--- config.mk ---
export PLATFORM = sky130hd
export DESIGN_NAME = apb_m
export DESIGN_NICKNAME = d
export VERILOG_FILES = /design/src/rtl/apb_pkg.sv /design/src/rtl/apb_timeout_cnt.sv /design/src/rtl/apb_m.sv
export SDC_FILE = /design/constraint.sdc
export NUM_CORES = 1
export LEC_CHECK = 0
export BUFFER_PORTS_ARGS = -buffer_cell sky130_fd_sc_hd__buf_2
export CAP_MARGIN = 20
export CORE_ASPECT_RATIO = 0.5
export CORE_UTILIZATION = 30
export DETAILED_ROUTE_END_ITERATION = 7
export PLACE_DENSITY_LB_ADDON = 0.12
export RECOVER_POWER = 50
export SYNTH_ARGS = -nofsm -noshare
export SYNTH_HDL_FRONTEND = slang
export SYNTH_HIERARCHICAL = 1
export SYNTH_SLANG_ARGS = --single-unit
--- constraint.sdc ---
create_clock -name pclk -period 2.8 [get_ports pclk]
set_input_delay 0.42 -clock pclk [delete_from_list [all_inputs] [get_ports pclk]]
set_output_delay 0.42 -clock pclk [all_outputs]
set_load 0.01 [all_outputs]
--- src/rtl/apb_pkg.sv ---
// Shared types and default widths for the APB requester.
package apb_pkg;

    typedef enum logic [1:0] {
        IDLE   = 2'd0,
        SETUP  = 2'd1,
        ACCESS = 2'd2
    } apb_state_e;

    localparam int APB_ADDR_W = 4;
    localparam int APB_DATA_W = 8;

endpackage

--- src/rtl/apb_timeout_cnt.sv ---
// ACCESS-phase wait counter; tc_o flags the last allowed wait cycle.
module apb_timeout_cnt #(
    parameter int TIMEOUT = 16,
    localparam int CNT_W  = (TIMEOUT > 0) ? $clog2(TIMEOUT + 1) : 1
) (
    input  logic clk_i,
    input  logic rst_ni,
    input  logic clr_i,
    input  logic en_i,
    output logic tc_o
);

    generate
        if (TIMEOUT == 0) begin : g_no_timeout
            logic unused_s;
            assign unused_s = ^{clk_i, rst_ni, clr_i, en_i};
            assign tc_o     = 1'b0;
        end else begin : g_timeout
            localparam logic [CNT_W-1:0] TC_VAL = CNT_W'(TIMEOUT - 1);
            logic [CNT_W-1:0] cnt_q;

            // Wait counter, saturating at the terminal value.
            always_ff @(posedge clk_i or negedge rst_ni) begin
                if (!rst_ni) begin
                    cnt_q <= '0;
                end else if (clr_i) begin
                    cnt_q <= '0;
                end else if (en_i && (cnt_q != TC_VAL)) begin
                    cnt_q <= cnt_q + CNT_W'(1);
                end else begin
                    cnt_q <= cnt_q;
                end
            end

            assign tc_o = (cnt_q == TC_VAL);
        end
    endgenerate

endmodule

--- src/rtl/apb_m.sv ---
// APB requester: single-beat commands in, SETUP/ACCESS sequencing out,
// one-cycle response pulse with read data or timeout error.
module apb_m
    import apb_pkg::*;
#(
    parameter int ADDR_W  = APB_ADDR_W,
    parameter int DATA_W  = APB_DATA_W,
    parameter int TIMEOUT = 16
) (
    input  logic              pclk,
    input  logic              presetn,
    input  logic              req_valid,
    output logic              req_ready,
    input  logic              req_write,
    input  logic [ADDR_W-1:0] req_addr,
    input  logic [DATA_W-1:0] req_wdata,
    output logic              rsp_valid,
    output logic [DATA_W-1:0] rsp_rdata,
    output logic              rsp_err,
    output logic              psel,
    output logic              penable,
    output logic              pwrite,
    output logic [ADDR_W-1:0] paddr,
    output logic [DATA_W-1:0] pwdata,
    input  logic [DATA_W-1:0] prdata,
    input  logic              pready
);

    apb_state_e        state_q, state_d;
    logic              psel_q, psel_d;
    logic              penable_q, penable_d;
    logic              req_ready_q, req_ready_d;
    logic              pwrite_q, pwrite_d;
    logic [ADDR_W-1:0] paddr_q, paddr_d;
    logic [DATA_W-1:0] pwdata_q, pwdata_d;
    logic              rsp_valid_q, rsp_valid_d;
    logic [DATA_W-1:0] rsp_rdata_q, rsp_rdata_d;
    logic              rsp_err_q, rsp_err_d;
    logic              cnt_clr_s;
    logic              cnt_en_s;
    logic              tc_s;

    apb_timeout_cnt #(
        .TIMEOUT (TIMEOUT)
    ) u_timeout_cnt (
        .clk_i  (pclk),
        .rst_ni (presetn),
        .clr_i  (cnt_clr_s),
        .en_i   (cnt_en_s),
        .tc_o   (tc_s)
    );

    // Next-state, bus-attribute capture and response generation.
    always_comb begin
        state_d     = state_q;
        pwrite_d    = pwrite_q;
        paddr_d     = paddr_q;
        pwdata_d    = pwdata_q;
        rsp_valid_d = 1'b0;
        rsp_rdata_d = rsp_rdata_q;
        rsp_err_d   = rsp_err_q;
        cnt_clr_s   = 1'b0;
        cnt_en_s    = 1'b0;

        case (state_q)
            IDLE: begin
                if (req_valid && req_ready_q) begin
                    pwrite_d  = req_write;
                    paddr_d   = req_addr;
                    pwdata_d  = req_wdata;
                    cnt_clr_s = 1'b1;
                    state_d   = SETUP;
                end else begin
                    state_d   = IDLE;
                end
            end
            SETUP: begin
                state_d = ACCESS;
            end
            ACCESS: begin
                // A ready slave wins over the timeout on the terminal cycle.
                if (pready) begin
                    rsp_valid_d = 1'b1;
                    rsp_rdata_d = pwrite_q ? '0 : prdata;
                    rsp_err_d   = 1'b0;
                    state_d     = IDLE;
                end else if (tc_s) begin
                    rsp_valid_d = 1'b1;
                    rsp_rdata_d = '0;
                    rsp_err_d   = 1'b1;
                    state_d     = IDLE;
                end else begin
                    cnt_en_s    = 1'b1;
                    state_d     = ACCESS;
                end
            end
            default: begin
                state_d = IDLE;
            end
        endcase
    end

    // Handshake/phase flags come from the next state so they are flops, not decode.
    always_comb begin
        psel_d      = (state_d != IDLE);
        penable_d   = (state_d == ACCESS);
        req_ready_d = (state_d == IDLE);
    end

    // State and output registers; reset drops any in-flight transfer.
    always_ff @(posedge pclk or negedge presetn) begin
        if (!presetn) begin
            state_q     <= IDLE;
            psel_q      <= 1'b0;
            penable_q   <= 1'b0;
            req_ready_q <= 1'b0;
            pwrite_q    <= 1'b0;
            paddr_q     <= '0;
            pwdata_q    <= '0;
            rsp_valid_q <= 1'b0;
            rsp_rdata_q <= '0;
            rsp_err_q   <= 1'b0;
        end else begin
            state_q     <= state_d;
            psel_q      <= psel_d;
            penable_q   <= penable_d;
            req_ready_q <= req_ready_d;
            pwrite_q    <= pwrite_d;
            paddr_q     <= paddr_d;
            pwdata_q    <= pwdata_d;
            rsp_valid_q <= rsp_valid_d;
            rsp_rdata_q <= rsp_rdata_d;
            rsp_err_q   <= rsp_err_d;
        end
    end

    assign req_ready = req_ready_q;
    assign psel      = psel_q;
    assign penable   = penable_q;
    assign pwrite    = pwrite_q;
    assign paddr     = paddr_q;
    assign pwdata    = pwdata_q;
    assign rsp_valid = rsp_valid_q;
    assign rsp_rdata = rsp_rdata_q;
    assign rsp_err   = rsp_err_q;

endmodule

# [Yosys cells after proc, flatten, opt, wreduce, memory -nomap -nowiden]
# Cells that the tools add are included.
# W data, S select, Z words.
[word_totals] word_cells=45 ff_bits=33 out_inout_bits=26
[op_classes] n_eq_ne=5 n_mux=19 addsub=1 reduce_logical=9
[ops] op="$mux W8" count=3
[ops] op="$mux W1" count=11
[ops] op="$mux W5" count=2
[ops] op="$pmux W2 S3" count=1
[ops] op="$reduce_bool A2 Y1" count=3
[ops] op="$add A5 B1 Y5 const B" count=1
[ops] op="$eq A5 B4 Y1 const B" count=1
[ops] op="$ne A5 B4 Y1 const B" count=1
[ops] op="$eq A2 B2 Y1 const B" count=2
[ops] op="$logic_not A2 Y1" count=2
[ops] op="$mux W2" count=2
[ops] op="$reduce_and A2 Y1" count=2
[ops] op="$eq A2 B1 Y1 const B" count=1
[ops] op="$logic_and A1 B1 Y1" count=2

# [Depth between registers and ports, before layout]
# Gate-level depths: netlist (run 1).
[logic_depth] ltp_word=7 mapped_depth=7 depth_no_buf=7

# [By module]
# Netlist (run 1), hierarchy kept.
[modules_own_cells] mod="apb_m" seq_area_each_um2=700.7 area_per_inst_um2=1142.3 n_inst=1 cells_per_inst=82
[modules_own_cells] mod="apb_timeout_cnt" seq_area_each_um2=125.1 area_per_inst_um2=260.2 n_inst=1 cells_per_inst=23

# [Worst setup path after synthesis (run 1)]
# No wires, ideal clock.
[synth_timing] kind="flip-flop to flip-flop" startpoint="reg u_timeout_cnt.g_timeout.cnt_q[0]" endpoint="reg u_timeout_cnt.g_timeout.cnt_q[3]" setup_ns=0.127 setup_slack_ns=0.620 n_path_buf=0 path_stages_with_launch=8 t_required_ns=2.673 arrival_time_ns=2.052 cell_sequence="dfrtp_1 -> ha_1 -> and3_1 -> ha_1 -> nor4b_2 -> nor2b_4 -> nand4_1 -> mux2_1"
[synth_between] elab_chain_len=6
[synth_rtl] element="from (decl)" line_no="apb_timeout_cnt.sv:20" text="logic [CNT_W-1:0] cnt_q;"
[synth_rtl] element="from (signal assigned)" line_no="apb_timeout_cnt.sv:29" text="cnt_q <= cnt_q + CNT_W'(1);"
[synth_rtl] element="from (signal assigned)" line_no="apb_timeout_cnt.sv:31" text="cnt_q <= cnt_q;"
[synth_rtl] element="$eq A5 B4 Y1" line_no="apb_timeout_cnt.sv:35" text="assign tc_o = (cnt_q == TC_VAL);"
[synth_rtl] element="named net tc_s" line_no="apb_m.sv:41" text="logic tc_s;"
[synth_rtl] element="$mux W1" line_no="apb_m.sv:87" text="end else if (tc_s) begin"
[synth_rtl] element="$mux W1" line_no="apb_m.sv:82" text="if (pready) begin"
[synth_rtl] element="$mux W1" line_no="apb_m.sv:65" text="case (state_q)"
[synth_rtl] element="named net cnt_en_s" line_no="apb_m.sv:40" text="logic cnt_en_s;"
[synth_rtl] element="$logic_and A1 B1 Y1" line_no="apb_timeout_cnt.sv:28" text="end else if (en_i && (cnt_q != TC_VAL)) begin"
[synth_rtl] element="$reduce_bool A2 Y1 (no source line)"
# The timed path passes the listed nets, and every way through them passes these cells. The select of a mux whose other input is x is not followed.
# A chain may end at the register's enable or synchronous reset.

# [Worst setup path in the final report (run 1)]
# Ends and elaborated chain as after synthesis.

==> results of run 1 <==
[cell usage in the layout, fill, tap and decap left out, types with 2 or more instances in the layout]
| cell type | n |
|---|---|
| a21o_1 | 2 |
| a21oi_1 | 2 |
| buf_2 | 37 |
| clkbuf_1 | 13 |
| clkbuf_8 | 7 |
| dfrtp_1 | 33 |
| ha_1 | 2 |
| inv_1 | 10 |
| mux2_2 | 6 |
| mux2_4 | 7 |
| mux2i_1 | 9 |
| nand2_1 | 9 |
| nor2_1 | 6 |
| nor2b_1 | 2 |
[worst paths after layout]
path	slack, ns	start	depth (start not counted)	end
min reg2reg	0.51	pwdata[1]	1	pwdata[1]
max in group asynchronous	1.12	presetn	1	rsp_rdata[6]
min in group asynchronous	0.62	presetn	1	u_timeout_cnt/g_timeout.cnt_q[1]
max	0.47	u_timeout_cnt/g_timeout.cnt_q[0]	7	u_timeout_cnt/g_timeout.cnt_q[3]
min	0.37	req_wdata[3]	2	pwdata[3]
max reg2reg	0.47	u_timeout_cnt/g_timeout.cnt_q[0]	7	u_timeout_cnt/g_timeout.cnt_q[3]
[metrics by stage]
| stage | hold slack, ns | setup slack (ns) | area [sq um] | util |
|---|---|---|---|---|
| after floorplan | 0.124 | 0.620 | 1400 | - |
| after global placement | 0.487 | 0.517 | 1700 | 0.383 |
| after detailed placement | 0.492 | 0.458 | 1700 | 0.383 |
| after CTS | 0.231 | 0.446 | 1800 | 0.406 |
| after global routing | 0.353 | 0.304 | 1790 | 0.402 |
| final | 0.368 | 0.468 | 1790 | 0.402 |
[metal layers]
metal | track usage | vias to the layer above | routed length, microns
met5 | 0 | - | 0
met4 | 0.0299 | 0 | 0
met3 | 0.0432 | 0 | 139
met2 | 0.170 | 24 | 1100
met1 | 0.149 | 442 | 1240
li1 | - | 458 | -
[sequential cells by signal (all words and copies together), names as in the netlist, 2 cells and up]
name                           flops
pwdata                             8
paddr                              4
state_q                            2
u_timeout_cnt/g_timeout.cnt_q      5
rsp_rdata                          8
[cell families after synthesis]
kind of cell | count (synthesis) | synth area share
buffers and inverters | 13 | 0.0482
xor gates and xnor gates | 2 | 0.0125
adders and majority gates | 2 | 0.0178
DFF | 33 | 0.589
muxes | 23 | 0.195
AOI/OAI and AO/OA | 6 | 0.0285
and+or+nand+nor | 26 | 0.109
[power breakdown]
| group | leakage [uW] | switching, uW | internal, uW |
|---|---|---|---|
| Clock | 0.0000542 | 170 | 222 |
| Sequential | 0.000417 | 105 | 663 |
| Combinational | 0.000401 | 304 | 330 |
| Total | 0.000873 | 579 | 1220 |
[final cells by class]
class,instances,share of cell area
Inverter,10,0.0210
Multi-Input combinational cell,59,0.285
Clock inverter,1,0.00280
Tap cell,57,0.0399
Timing Repair Buffer,51,0.135
Sequential cell,33,0.462
Clock buffer,7,0.0539
[critical path, stage by stage (launching register included)]
cell     delay (ns)
dfrtp_1        0.41
ha_1           0.21
and3_1         0.16
ha_1           0.27
nor4b_2        0.44
nor2b_4        0.28
nand4_1        0.13
mux2_1         0.31
==> metrics.md, run 1 <==
| Metric | Value |
|---|---|
| Endpoints failing setup | 0 |
| Antenna viol nets, final | 0 |
| Critical path capture point type | register |
| Ys Warns | 6 |
| Fmax | between 400 and 500 MHz |
| Antenna Cells | 0 |
| Synthesis-stage register bit count | 33 |
| Fin cells | approximately 220 |
| Max Cap Viol | 1 |
| Register Area | just over 800 sq um |
| CTS tree | done |
| Clock latency on the worst-skew pair | 0.28 ns |
| Yosys top cell by area | dfrtp_1 |
| Count leader, synth | dfrtp_1 |
| Failing checks | capacitance limit, slew limit |
| Mapped Cells | approximately 110 |
| Cell Area, Synth | about 1400 sq um |
| Leading cell types by count after synthesis | 33 x dfrtp_1, 10 x inv_1, 9 x mux2i_1, 9 x nand2_1, 7 x mux2_4 |
| Main area contributors after synthesis | dfrtp_1 59%, mux2_4 7.5%, mux2i_1 6.4%, mux2_2 4.8%, inv_1 2.7% |
| Area share of the largest cell type after synthesis | 0.589 |
| Die width | about 99 microns |
| Routability cong. | roughly 0.71 |
| Crit share post-route | 0.833 |
| Worst Path Required | 2.96 ns |
| Root buffer cell | clkbuf_8 |
| Initial antenna violation count | 0 |
| H-tree lvl count | 2 |
| Hpwl dp | 1740 microns |
| P_leak | about 0.00087 uW |
| Die Ht | 50.4 microns |
| Fin. Hold Viols | 0 |
| Total power | 1790 uW |
| Syn_nets | between 100 and 150 |
| Longest Clk Path Bufs | 2 |
| Inst Count DP | 210 |
| P&R area growth vs syn | 27.4% |
| Cts hold-fix bufs | 0 |
| Core Footprint | between 4000 and 5000 sq um |
| Post-CTS Setup Inserts | 0 |
| Port buffer count | 50 |
| DRT Wirelength | 2470 microns |
| Post-synth EDFFs | 0 |
| I/O pin count | ~50 |
| Starting Density | 0.316 |
| Sum Neg Setup Slack | 0 ns |
| DR iter-0 viols | 25 |
| Multi-input logic area | a little over 500 sq um |
| Grt total ovfl | 0 |
| Top FF cell, synth | dfrtp_1 |
| Status | finished with violations |
| Final slew viol count | 34 |
| Share of cells above drive strength 1 | 0.391 |
| Row cnt | 17 |
| Max IR drop VDD | around 0.31 mV |
| Number of remaining DRC errors | 0 |
| Syn_area_per_cell | 13.4 sq um |
| Ys async rst share | 1.00 |
| Slew Limit Headroom | -0.206 |
| RSZ-0062 raised after global routing | no |
| CTS clk-pin slew, worst paths | roughly 0.070 ns |
| First-pass DRT Iterations | 4 |
| Critical path fanouts, max | 5 |
| First-pass GRT wire length | about 4200 microns |
| Full die area | approximately 5000 sq um |
| Number of global-route vias before repair | ~900 |
| Nets | roughly 190 |
| Crit path arrival time | 2.50 ns |
| CTS buffer count | 5 |
| Critical path class | reg2reg |
| Worst Tran Pin Value | roughly 1.8 ns |
| Largest net degree at the start of global routing | 34 |
| Post-route minimum period | between 2 and 2.5 ns |
| Unique masters post-synth | 28 |
| Sequential share of the synthesized area | 0.589 |
| HP Class | in2reg |
| Post-CTS resize count | 0 |
| Worst Clk Skew | ~0.008 ns |
| Gr usage total | 0.112 |
| Fillers | 438 |
| Worst Setup Start Kind | register |
| Vias | 924 |
| Pwr/cell area | ~1000 nW/um^2 |
| Via density | roughly 4.2 |
| Clock sinks | 33 |
| Post-DR wirelength/cell | 11.3 microns |
(Power assumes the default switching activity.)
==> run 2: changes to the inputs <==
==> constraint.sdc (replaced) <==
create_clock -name pclk -period 2.07 [get_ports pclk]
set_input_delay 0.3105 -clock pclk [delete_from_list [all_inputs] [get_ports pclk]]
set_output_delay 0.3105 -clock pclk [all_outputs]
set_load 0.01 [all_outputs]
==> metrics.md, run 2 (synthesis gave the netlist of run 1 again) <==
| Metric | Value |
|---|---|
| CTS tree | done |
| Grt total ovfl | 0 |
| HP Class | in2reg |
| Number of global-route vias before repair | between 900 and 1,000 |
| Antenna Cells | 0 |
| Worst Setup Start Kind | register |
| Post-DR wirelength/cell | between 10 and 15 microns |
| Via density | between 4 and 5 |
| P_leak | between 0.0008 and 0.0009 uW |
| Worst Path Required | roughly 2.2 ns |
| Crit-path slowest cell | dfrtp_1 |
| Worst Clk Skew | about 0.0080 ns |
| Full die area | between 4000 and 5000 sq um |
| Fin. Hold Viols | 0 |
| Internal power | approximately 1700 uW |
| Final setup margin | ~0.098 ns |
| Post-CTS resize count | 0 |
| Pwr/cell area | between 1000 and 1500 nW/um^2 |
| Most frequent cells in the layout | 37 x buf_2, 33 x dfrtp_1, 13 x clkbuf_1, 10 x inv_1 |
| Sw Share | 0.324 |
| Worst r2r src | u_timeout_cnt/g_timeout.cnt_q[0] |
| Pre-CTS setup slack | between 0.09 and 0.1 ns |
| GRT met1 Usage | 0.140 |
| Row cnt | 17 |
| Slew Limit Headroom | -0.177 |
| Grt peak-use layer | met2 |
| Die width | between 90 and 100 microns |
| Clock latency on the worst-skew pair | around 0.28 ns |
| Largest net degree at the start of global routing | 34 |
| WP buf/inv | 0 |
| Most common cell after layout, fill and taps aside | buf_2 |
| Antenna viol nets, final | 0 |
| I/O pin count | 51 |
| Post-route minimum period | 1.97 ns |
| Met3 GRT Util | 0.0418 |
| Psw | approximately 800 uW |
| Total power | about 2500 uW |
| Crit path arrival time | roughly 2.1 ns |
| Sum Neg Setup Slack | 0 ns |
| Cell count of the worst reg-to-reg path | 7 |
| Core Footprint | 4450 sq um |
| DRT Wirelength | 2570 microns |
| Die Ht | between 50 and 60 microns |
| Clock sinks | 33 |
| Share of cells above drive strength 1 | 0.412 |
| Post-CTS Setup Inserts | 0 |
| P&R area growth vs syn | 30.3% |
| Number of remaining DRC errors | 0 |
| RSZ-0062 raised after global routing | no |
| First-pass GRT wire length | 4150 microns |
| Routability cong. | slightly above 0.7 |
| Endpoints failing setup | 0 |
| Initial antenna violation count | 0 |
| Crit share post-route | 0.952 |
| Combinational share of power | 0.359 |
| Max stage delay on crit path | approximately 0.40 ns |
| Hpwl dp | ~1800 microns |
| Critical path capture point type | register |
| Nets | around 190 |
| Root buffer cell | clkbuf_8 |
| Critical path fanouts, max | 3 |
| Status | finished with violations |
| Crit path from | u_timeout_cnt/g_timeout.cnt_q[0] |
| CTS buffer count | 5 |
| Global Route met2 Usage | 0.178 |
| Port buffer count | 50 |
| Worst reg-to-reg setup slack | ~0.098 ns |
| CP Capture Point | u_timeout_cnt/g_timeout.cnt_q[3] |
| Sequential power share | 0.425 |
| Vias | roughly 950 |
| First-pass DRT Iterations | 4 |
| CP cell instances | ha_1, and3_1, ha_2, nor4b_4, nor2b_4, nand4_1, mux2_1 |
| Crit path depth | 7 |
| Clock share of power | 0.217 |
| Critical path class | reg2reg |
| Cts hold-fix bufs | 0 |
| Longest Clk Path Bufs | 2 |
| CP delay by family, top | simple AND/OR/NAND/NOR gates |
| Post-placement cell area | 1740 sq um |
| Starting Density | 0.316 |
| CTS clk-pin slew, worst paths | ~0.07 ns |
| Fmax | 507 MHz |
| DR iter-0 viols | 8 |
| Failing checks | capacitance limit, slew limit |
| Worst Tran Pin Value | 1.77 ns |
| Final slew viol count | 34 |
| Max IR drop VDD | approximately 0.44 mV |
| Final Cell Area | between 1500 and 2000 sq um |
| Gr usage total | 0.113 |
| Reg2reg end | u_timeout_cnt/g_timeout.cnt_q[3] |
| Fin util | 0.411 |
| Max Cap Viol | 1 |
| H-tree lvl count | 2 |
==> run 2: changes by cell type in the layout (fill, tap and decap cells not counted) <==
cell	previous run	this run
buf_4	1	5
ha_1	2	1
ha_2	0	1
nor4b_2	1	0
nor4b_4	0	1
==> run 2: layer usage <==
layer  vias up  wire length (microns)
met5         -                      0
met4         0                     10
met3         2                    124
met2        27                   1160
met1       454                   1270
li1        465                      -
==> run 2: power by group through the flow <==
stage | Combinational [uW] | Sequential (uW) | Clock [uW]
6_report | 885 | 1050 | 534
5_1_grt | 977 | 1080 | 592
4_1_cts | 931 | 1050 | 555
3_5_place_dp | 932 | 1060 | 0
3_3_place_gp | 919 | 1050 | 0
2_1_floorplan | 499 | 1150 | 0
==> run 2: area by class of cell <==
class | instances | area [sq um]
Tap cell | 57 | 71.3
Clock buffer | 7 | 96.3
Clock inverter | 1 | 5.00
Sequential cell | 33 | 826
Multi-Input combinational cell | 59 | 520
Timing Repair Buffer | 55 | 272
Fill cell | 437 | 2620
Inverter | 10 | 37.5
==> run 2: how the worst min path moves through the flow <==
stage	end	startpoint	depth (start not counted)
after floorplan	paddr[0]	presetn	0
after global placement	paddr[0]	presetn	1
after detailed placement	u_timeout_cnt/g_timeout.cnt_q[3]	presetn	1
after CTS	u_timeout_cnt/g_timeout.cnt_q[3]	presetn	1
after global routing	paddr[1]	req_addr[1]	2
final	pwdata[5]	req_wdata[5]	2
==> run 2: per-stage QoR <==
step,std cells,hold WS (ns)
2_1_floorplan,105,0.0149
3_3_place_gp,214,0.431
3_5_place_dp,214,0.429
4_1_cts,222,0.118
5_1_grt,222,0.234
6_report,222,0.254
==> run 3: changes to the inputs <==
--- a/config.mk
+++ b/config.mk
@@ -5,11 +5,11 @@
 export SDC_FILE = /design/constraint.sdc
 export NUM_CORES = 1
 export LEC_CHECK = 0
-export BUFFER_PORTS_ARGS = -buffer_cell sky130_fd_sc_hd__buf_2
 export CAP_MARGIN = 20
 export CORE_ASPECT_RATIO = 0.5
 export CORE_UTILIZATION = 30
 export DETAILED_ROUTE_END_ITERATION = 7
+export DONT_BUFFER_PORTS = 1
 export PLACE_DENSITY_LB_ADDON = 0.12
 export RECOVER_POWER = 50
 export SYNTH_ARGS = -nofsm -noshare
==> constraint.sdc (replaced) <==
create_clock -name pclk -period 2.3 [get_ports pclk]
set_input_delay 0.345 -clock pclk [delete_from_list [all_inputs] [get_ports pclk]]
set_output_delay 0.345 -clock pclk [all_outputs]
set_load 0.01 [all_outputs]
==> metrics.md, run 3 (synthesis gave the netlist of run 1 again) <==
| Metric | Value |
|---|---|
| CP delay by family, top | simple AND/OR/NAND/NOR gates |
| Endpoints failing setup | 0 |
| Inst Count DP | roughly 160 |
| Core Footprint | 4450 sq um |
| First-pass DRT Iterations | 3 |
| Crit path from | u_timeout_cnt/g_timeout.cnt_q[0] |
| Max Cap Viol | 0 |
| Most frequent cells in the layout | 33 x dfrtp_1, 10 x inv_1, 9 x nand2_1, 9 x mux2i_1, 7 x mux2_4 |
| Worst reg-to-reg setup slack | about 0.16 ns |
| Hold path cells | 1 |
| Critical path class | reg2reg |
| Worst Setup Start Kind | register |
| Fin cells | 174 |
| DR iter-0 viols | 14 |
| Status | complete, no violations |
| Slew Limit Headroom | 0.0175 |
| Sum Neg Setup Slack | 0 ns |
| Final slew viol count | 0 |
| Crit path depth | 7 |
| Full die area | approximately 5000 sq um |
| Longest Clk Path Bufs | 2 |
| Worst r2r src | u_timeout_cnt/g_timeout.cnt_q[0] |
| CTS tree | done |
| Post-route minimum period | about 2.1 ns |
| Pwr/cell area | ~1300 nW/um^2 |
| P_leak | between 0.0007 and 0.0008 uW |
| CTS clk-pin slew, worst paths | 0.06 ns |
| Clock latency on the worst-skew pair | ~0.28 ns |
| DRT Wirelength | roughly 2400 microns |
| Hold WS | ~0.15 ns |
| Crit path arrival time | 2.30 ns |
| Largest net degree at the start of global routing | 34 |
| Post-DR wirelength/cell | around 14 microns |
| Critical path fanouts, max | 5 |
| Most used cell, CP | ha_1 |
| Starting Density | 0.316 |
| Fmax | between 400 and 500 MHz |
| Worst Path Required | about 2.5 ns |
| HP Class | in2reg |
| WP buf/inv | 0 |
| P&R area growth vs syn | 13.1% |
| Vias | slightly below 800 |
| Clock sinks | 33 |
| Crit-path slowest cell | dfrtp_1 |
| Hpwl dp | between 1500 and 2000 microns |
| I/O pin count | 51 |
| H-tree lvl count | 2 |
| Reg2reg end | u_timeout_cnt/g_timeout.cnt_q[3] |
| Nets | 143 |
| Most common cell after layout, fill and taps aside | dfrtp_1 |
| Number of global-route vias before repair | between 700 and 800 |
| CTS buffer count | 5 |
| Max stage delay on crit path | approximately 0.4 ns |
| CP cell instances | ha_1, and3_1, ha_1, nor4b_2, nor2b_4, nand4_1, mux2_1 |
| Number of remaining DRC errors | 0 |
| Die width | between 90 and 100 microns |
| CP Capture Point | u_timeout_cnt/g_timeout.cnt_q[3] |
| Die Ht | 50.4 microns |
| Root buffer cell | clkbuf_8 |
| First-pass GRT wire length | between 3000 and 4000 microns |
| Worst Clk Skew | slightly below 0.007 ns |
| Via density | 4.49 |
| Critical path capture point type | register |
| RSZ-0062 raised after global routing | no |
| Routability cong. | roughly 0.69 |
| Cell count of the worst reg-to-reg path | 7 |
| Row cnt | 17 |
| Share of cells above drive strength 1 | 0.248 |
| Worst Tran Pin Value | around 1.5 ns |
| Crit share post-route | 0.929 |
| Grt total ovfl | 0 |
| Gr usage total | 0.109 |
| Fin. Hold Viols | 0 |
| Initial antenna violation count | 0 |
| Post-CTS Setup Inserts | 0 |
| Antenna Cells | 0 |
| Antenna viol nets, final | 0 |
| Port buffer count | 0 |
| Max IR drop VDD | about 0.42 mV |
==> run 3: changes by cell type in the layout (fill, tap and decap cells not counted) <==
cell / delta
clkinv_2: +1
ha_2: -1
dlymetal6s2s_1: +1
clkbuf_8: -2
nor4b_4: -1
ha_1: +1
dlygate4sd3_1: +1
nor4b_2: +1
buf_2: -37
clkbuf_1: -12
==> run 3: area by class of cell <==
| class | count | area [sq um] |
|---|---|---|
| fill | 437 | 2860 |
| sequential | 33 | 826 |
| multi-input combinational | 59 | 509 |
| clock buffer | 6 | 72.6 |
| tap | 57 | 71.3 |
| timing repair buffer | 7 | 60.1 |
| inverter | 10 | 37.5 |
| clock inverter | 2 | 10.0 |
==> run 3: repair_timing <==
item                      4_1_cts  5_1_grt
gates resized for setup         0        0
hold endpoints to repair       33        0
hold buffers                    2        0
==> run 3: worst min-delay path by stage <==
stage / startpoint / endpoint / slack (ns)
finish: pready / rsp_err / 0.15
global route: pready / rsp_err / 0.14
floorplan: presetn / paddr[0] / 0.05
CTS: pready / rsp_err / 0.14
detailed placement: presetn / u_timeout_cnt/g_timeout.cnt_q[1] / 0.05
global placement: presetn / u_timeout_cnt/g_timeout.cnt_q[3] / 0.05
==> run 3: layer usage <==
layer	global-route usage	vias up	share of wire
met5	0	-	0
li1	-	364	-
met3	0.0585	2	0.069
met1	0.126	387	0.46
met2	0.165	28	0.46
met4	0.0522	0	0.0075
==> run 3: power by group <==
| part | total [uW] | switching (uW) | leakage, uW | internal [uW] |
|---|---|---|---|---|
| Sequential | 1060 | 252 | 0.000417 | 810 |
| Clock | 414 | 205 | 0.0000450 | 209 |
| Combinational | 515 | 210 | 0.000275 | 305 |
==> run 3: metrics by stage <==
| step | power, uW | utilization | area (sq um) | setup WS (ns) |
|---|---|---|---|---|
| 5_1_grt | 2150 | 0.357 | 1590 | 0.0634 |
| 3_5_place_dp | 1590 | 0.333 | 1480 | 0.161 |
| 3_3_place_gp | 1580 | 0.333 | 1480 | 0.225 |
| 2_1_floorplan | 1480 | - | 1400 | 0.120 |
| 6_report | 1990 | 0.357 | 1590 | 0.162 |
| 4_1_cts | 2040 | 0.359 | 1590 | 0.151 |
